**src/rtl/pc_unit.sv**
```systemverilog
// Program-counter unit: holds the fetch address and selects the next one by fixed priority
// (trap, xret, jump, branch, increment), with boot/run/halt sequencing and EPC capture.
module pc_unit #(
  parameter int              XLEN      = 32,
  parameter logic [XLEN-1:0] RESET_VEC = '0,
  parameter logic [XLEN-1:0] TRAP_VEC  = XLEN'(32'h0000_0100),
  parameter bit              SUPPORT_C = 1'b0
) (
  input  logic            clk,
  input  logic            rst,
  input  logic            stall,
  input  logic            fetch_ready,
  input  logic            branch_taken,
  input  logic [XLEN-1:0] branch_target,
  input  logic            jump,
  input  logic [XLEN-1:0] jump_target,
  input  logic            trap,
  input  logic            xret,
  input  logic            halt,
  input  logic            resume,
  output logic [XLEN-1:0] pc,
  output logic [XLEN-1:0] pc_plus,
  output logic            fetch_valid,
  output logic [XLEN-1:0] epc,
  output logic            misaligned_exc,
  output logic            halted
);

  localparam logic [1:0] ST_BOOT = 2'd0;
  localparam logic [1:0] ST_RUN  = 2'd1;
  localparam logic [1:0] ST_HALT = 2'd2;

  localparam logic [XLEN-1:0] ALIGN_MASK = ~XLEN'(SUPPORT_C ? 1 : 3);

  logic [1:0]      state_reg, state_next;
  logic [XLEN-1:0] pc_reg, pc_next;
  logic [XLEN-1:0] epc_reg, epc_next;
  logic            exc_reg, exc_next;
  logic            adv;

  function automatic logic misaligned(input logic [1:0] lo);
    return SUPPORT_C ? lo[0] : (lo != 2'b00);
  endfunction

  assign adv     = fetch_ready & ~stall;
  assign pc_plus = pc_reg + XLEN'(4);

  always_comb begin
    state_next = state_reg;
    pc_next    = pc_reg;
    epc_next   = epc_reg;
    exc_next   = 1'b0;
    case (state_reg)
      ST_BOOT: state_next = ST_RUN;
      ST_RUN: begin
        // Trap is honoured even while stalled; every other redirect waits for adv.
        if (trap) begin
          pc_next  = TRAP_VEC;
          epc_next = pc_reg;
        end else if (xret && adv) begin
          pc_next = epc_reg & ALIGN_MASK;
        end else if (jump && adv) begin
          if (misaligned(jump_target[1:0])) begin
            pc_next  = TRAP_VEC;
            epc_next = pc_reg;
            exc_next = 1'b1;
          end else begin
            pc_next = jump_target;
          end
        end else if (branch_taken && adv) begin
          if (misaligned(branch_target[1:0])) begin
            pc_next  = TRAP_VEC;
            epc_next = pc_reg;
            exc_next = 1'b1;
          end else begin
            pc_next = branch_target;
          end
        end else if (halt && adv) begin
          pc_next    = pc_plus;
          state_next = ST_HALT;
        end else if (adv) begin
          pc_next = pc_plus;
        end
      end
      ST_HALT: begin
        if (trap) begin
          pc_next    = TRAP_VEC;
          epc_next   = pc_reg;
          state_next = ST_RUN;
        end else if (resume) begin
          state_next = ST_RUN;
        end
      end
      default: state_next = ST_BOOT;
    endcase
  end

  always_ff @(posedge clk or negedge rst) begin
    if (!rst) begin
      state_reg <= ST_BOOT;
      pc_reg    <= RESET_VEC;
      epc_reg   <= '0;
      exc_reg   <= 1'b0;
    end else begin
      state_reg <= state_next;
      pc_reg    <= pc_next;
      epc_reg   <= epc_next;
      exc_reg   <= exc_next;
    end
  end

  assign pc             = pc_reg;
  assign epc            = epc_reg;
  assign misaligned_exc = exc_reg;
  assign fetch_valid    = (state_reg == ST_RUN);
  assign halted         = (state_reg == ST_HALT);

endmodule

```
**config.mk**
```make
export PLATFORM = sky130hd
export DESIGN_NAME = pc_unit
export DESIGN_NICKNAME = d
export VERILOG_FILES = /design/src/rtl/pc_unit.sv
export SDC_FILE = /design/constraint.sdc
export NUM_CORES = 1
export LEC_CHECK = 0
export ABC_CLOCK_PERIOD_IN_PS = 5300
export BUFFER_PORTS_ARGS = -buffer_cell sky130_fd_sc_hd__buf_2
export CAP_MARGIN = 40
export CORE_MARGIN = 4
export CORE_UTILIZATION = 30
export CTS_BUF_LIST = sky130_fd_sc_hd__clkbuf_4 sky130_fd_sc_hd__clkbuf_8 sky130_fd_sc_hd__clkbuf_16
export CTS_CLUSTER_SIZE = 28
export DETAILED_ROUTE_END_ITERATION = 8
export HOLD_SLACK_MARGIN = 0.12
export PLACE_DENSITY = 0.61
export SLEW_MARGIN = 40
export SYNTH_ARGS = -nofsm -noshare
export SYNTH_HDL_FRONTEND = slang
export SYNTH_SLANG_ARGS = --single-unit
export TNS_END_PERCENT = 10
```
**constraint.sdc**
```tcl
create_clock -name clk -period 5.3 [get_ports clk]
set_input_delay 1.59 -clock clk [delete_from_list [all_inputs] [get_ports clk]]
set_output_delay 1.59 -clock clk [all_outputs]
set_load 0.005 [all_outputs]
```
-- Yosys cells after proc, flatten, opt, wreduce, memory -nomap -nowiden
Index checks and enable logic that the tools add are counted.
- register bits after elaboration: 67
- input port bits: 74
- output and inout port bits: 99
- logic and storage cells: 65
- add/sub/neg operators: 1
- equality and inequality tests: 14
- mux-type cells: 33
- bitwise operators: 2
- reductions and logical operators: 11
- operators by type and width (cell ; number):
    32-bit 2-to-1 mux ; 16
    32-bit case mux with 2 select lines ; 2
    32-bit by 3-bit adder with 32-bit output (second input constant) ; 1
    2-bit 2-to-1 mux ; 7
    6-bit AND reduction ; 2
    2-bit inequality test (second input constant) ; 5
    4-bit by 2-bit inequality test with 1-bit output (second input constant) ; 2
    1-bit 2-to-1 mux ; 7
    7-bit by 2-bit inequality test with 1-bit output (second input constant) ; 1
    3-bit inequality test (second input constant) ; 2
    2-bit case mux with 3 select lines ; 1
    2-bit nonzero test ; 3
    1-bit logical AND ; 4
    4-bit by 3-bit inequality test with 1-bit output (second input constant) ; 1
    3-bit AND reduction ; 1
    2-bit by 1-bit == test with 1-bit output (second input constant) ; 1
    2-bit == test (second input constant) ; 1
    2-bit logical NOT ; 1
    2-bit by 1-bit inequality test with 1-bit output (second input constant) ; 1
    1-bit AND ; 1
    1-bit NOT ; 1

-- Logic depth before layout (Yosys ltp)
- depth after elaboration: 9
- mapped depth: 8
- gate-level depth less buffers: 7

-- Worst setup path before layout
Ideal clock, no wire load.
- kind: flip-flop to output port
- start point: register pc_reg[2] (netlist: pc[2])
- end point: output port pc_plus[24]
- arrival: 1.969 ns
- data required time: 3.710 ns
- slack: 1.741 ns
- cell stages (with the launch flop): 6
- path buffers: 0
- cells stage by stage: dfrtp_1 ha_1 nand3_1 or4_1 or3_1 xnor2_1
- cells in the longest elaborated chain, start to end: 1
- ends and longest elaborated chain (item ; line ; source):
    start: declaration ; 36 ; logic [XLEN-1:0] pc_reg, pc_next;
    start signal: assignment ; 106 ; pc_reg <= pc_next;
    32-bit by 3-bit adder with 32-bit output ; 46 ; assign pc_plus = pc_reg + XLEN'(4);
    end: declaration ; 22 ; output logic [XLEN-1:0] pc_plus,
Every way passes these cells.

-- Final worst setup path
- start point: register pc_reg[5] (netlist: pc[5])
- end point: output port pc_plus[31]
The elaborated chain is that of the path after synthesis.

==> metrics.csv <==
stage,metric,value,unit
clock_tree,cts_hold_buf,0,
routing,drt-wirelength-per-cell,21.1,µm
floorplan,die-area,0.0165,mm²
timing,skew,8.50,ps
worst_setup_path,start_kind,register,
placement,numPortBuffers,172,
logic_synthesis,synth_xor_area_frac,0.0422,
floorplan,die_h,129,µm
timing,finalHoldViolations,0,
logic_synthesis,synthAdderAreaFrac,0.0115,
timing,fin_hold_ws,506,ps
routing,drt-pass1-iter-count,5,
worst_setup_path,cp-end-kind,output pin,
logic_synthesis,synth_cell_types,62,
clock_tree,cts_buffers,9,
global_route,grt_start_max_net_pins,42,
timing,grt_setup_unrepaired,no,
logic_synthesis,ys_ff_latch,67,
logic_synthesis,syn_nets,551,
worst_setup_path,worstPathRequired,3710,ps
clock_tree,cts.sinks,67,
power,power.leakage,2.75,nW
final_layout,syn_to_final_growth,29.7,%
worst_setup_path,path_class,register to output pin,
logic_synthesis,yosysSeqAreaShare,0.385,
worst_setup_path,cp_max_fo,12,
power,ir_worst_vdd,139,µV
final_layout,postLayoutCellArea,0.00565,mm²
run_status,status,finished clean,
logic_synthesis,synth_flop_cell,dfrtp_1,
global_route,grt_pass1_vias,4642,
floorplan,core_region_area,0.0140,mm²
job,drv_cap,0,
logic_synthesis,synthCells,473,
clock_tree,clk_latency,340,ps
placement,hpwl,12500,µm
routing,via_count,4587,
clock_tree,h-tree-depth,3,
power,finalPower,1.62,mW
timing,setup_ws,852,ps
final_layout,multi_input_area,0.00252,mm²
logic_synthesis,syn_area,0.00436,mm²
logic_synthesis,synth_top_family_by_area,compound AO/OA/AOI/OAI gates,
global_route,grt_overflow,0,
power,power.density,287,mW/mm²
global_route,antenna_found_initial,0,
floorplan,io_pins,173,
logic_synthesis,ys_warn_count,0,
routing,first_iter_violations,252,
final_layout,layout-drive-gt1-share,0.386,
routing,drc,0,
logic_synthesis,synth_simple_gate_area_frac,0.198,
timing,slew_viol_final,0,
clock_tree,clockBufferDepth,2,
timing,fmax,225,MHz
worst_setup_path,rrSetupSlack,2630,ps
timing,period_share,0.839,
logic_synthesis,synth-edff-count,0,
timing,worst_slew_pin_slew,822,ps
clock_tree,clk_pin_slew,60,ps
global_route,grt_use_total,0.206,
logic_synthesis,synth-compound-area-share,0.233,
clock_tree,cts-root-buf,clkbuf_16,
timing,setup_viol,0,
placement,preCtsSetupSlack,1240,ps
worst_setup_path,crit_path_start,pc[5],
timing,slew_headroom,0.452,
worst_setup_path,reg2reg_from,state_reg[1],
min_path,worst_hold_startpoint,epc[0],
worst_setup_path,arrival,2860,ps
floorplan,start_util,0.310,
final_layout,final_nets,710,
clock_tree,cts_tree,yes,
placement,postPlaceCellArea,0.00540,mm²
floorplan,die_w,129,µm
routing,drt_wl_total,17200,µm
logic_synthesis,avgSynthCellArea,9.21,µm²
final_layout,ff_latch_area,0.00168,mm²
min_path,hp-class,register to register,
routing,viasPerCell,5.62,
logic_synthesis,ys_async_sr_fraction,1.00,
timing,tns,0,ps
timing,min_period,4450,ps
clock_tree,post-cts-setup-buffers,0,
logic_synthesis,synthMuxAreaShare,0.0873,
placement,gp_congestion,0.884,
global_route,grt_pass1_wl,26400,µm
clock_tree,cts_resized,0,
final_layout,fillers,1459,
floorplan,row_count,43,
routing,postRouteAntennaNets,0,
-- Yosys cell counts (all sizes together) (6+ instances only) --
cell     n  area, µm²
nor3    14       75.1
nor4     6       52.6
mux2    32        360
dfrtp   67       1680
a22oi   12       90.1
nand2   41        154
o21ai   34        170
a31oi    6       37.5
xor2     6       52.6
a21oi   15       75.1
buf     11       68.8
a22o     6       52.6
nand4   13       81.3
clkbuf  22       82.6
o221ai  12        105
nand3   12       65.1
a221o   11        110
xnor2   15        131
inv     10       37.5
o22ai    8       50.1
nor2    37        139
-- worst paths after layout --
path | end | cells after the start
worst min register to register | epc[0] | 1
worst min-delay path | epc[0] | 1
min in group asynchronous | pc[1] | 1
max in group asynchronous | state_reg[0] | 2
worst max-delay path | pc_plus[31] | 5
worst max register to register | pc[16] | 7
-- where the power goes --
| group | leakage [nW] | internal, mW | total (mW) | switching (mW) |
|---|---|---|---|---|
| clock | 0.131 | 0.313 | 0.532 | 0.219 |
| sequential | 0.920 | 0.555 | 0.611 | 0.0563 |
| combinational | 1.70 | 0.199 | 0.478 | 0.279 |
-- stage by stage --
step / util / cells
after floorplan: - / 473
after global placement: 0.383 / 801
after detailed placement: 0.384 / 801
after CTS: 0.402 / 815
after global routing: 0.402 / 815
final: 0.402 / 816
-- routing by layer --
metal	share of wire	track usage	up-vias
met5	0	0	-
li1	-	-	2116
met3	0.078	0.0565	19
met4	0.012	0.0525	0
met2	0.48	0.338	186
met1	0.43	0.269	2266
-- kinds of logic (layout without fill, tap and decap cells) --
kind of cell | after synthesis | after routing
other | 0 | 1
buffers and inverters | 43 | 205
XOR/XNOR | 21 | 21
flip-flops | 67 | 67
AND/OR/NAND/NOR | 164 | 164
multiplexers | 34 | 34
AO/OA/AOI/OAI | 140 | 140
adder cells (fa/ha/maj) | 4 | 4
-- final cells by class --
class                      instances  share of cell area
inverter                          10             0.00664
multi-input combinational        363               0.447
timing repair buffer             181               0.165
clock buffer                      10              0.0412
sequential                        67               0.297
tap                              180              0.0399
antenna                            1            0.000443
clock inverter                     4             0.00354
-- critical path, stage by stage (launching register included) --
cell and delay, ps:
dfrtp_1 480, nand4_1 470, or4_4 790, o31a_1 340, or2_2 300, buf_2 130
-- cell usage in the layout, fill, tap and decap left out, types with 4 or more instances in the layout --
cell	instances
ha_1	4
buf_2	171
buf_4	10
a21oi_1	15
xnor2_1	15
o211ai_1	5
a22o_1	6
a221o_1	11
mux2_2	31
o22ai_1	7
xor2_1	6
nand2_1	41
nand4_1	13
nor3_1	12
o21ai_0	33
nor2_1	36
or2_2	5
nor4_1	4
clkbuf_16	9
inv_1	10
a22oi_1	12
a31oi_1	6
nand3_1	11
o21a_1	5
or3_1	5
and2_1	4
o221ai_1	12
a21o_1	5
clkinv_2	4
dfrtp_1	67
Power figures use the tool's default switching activity.
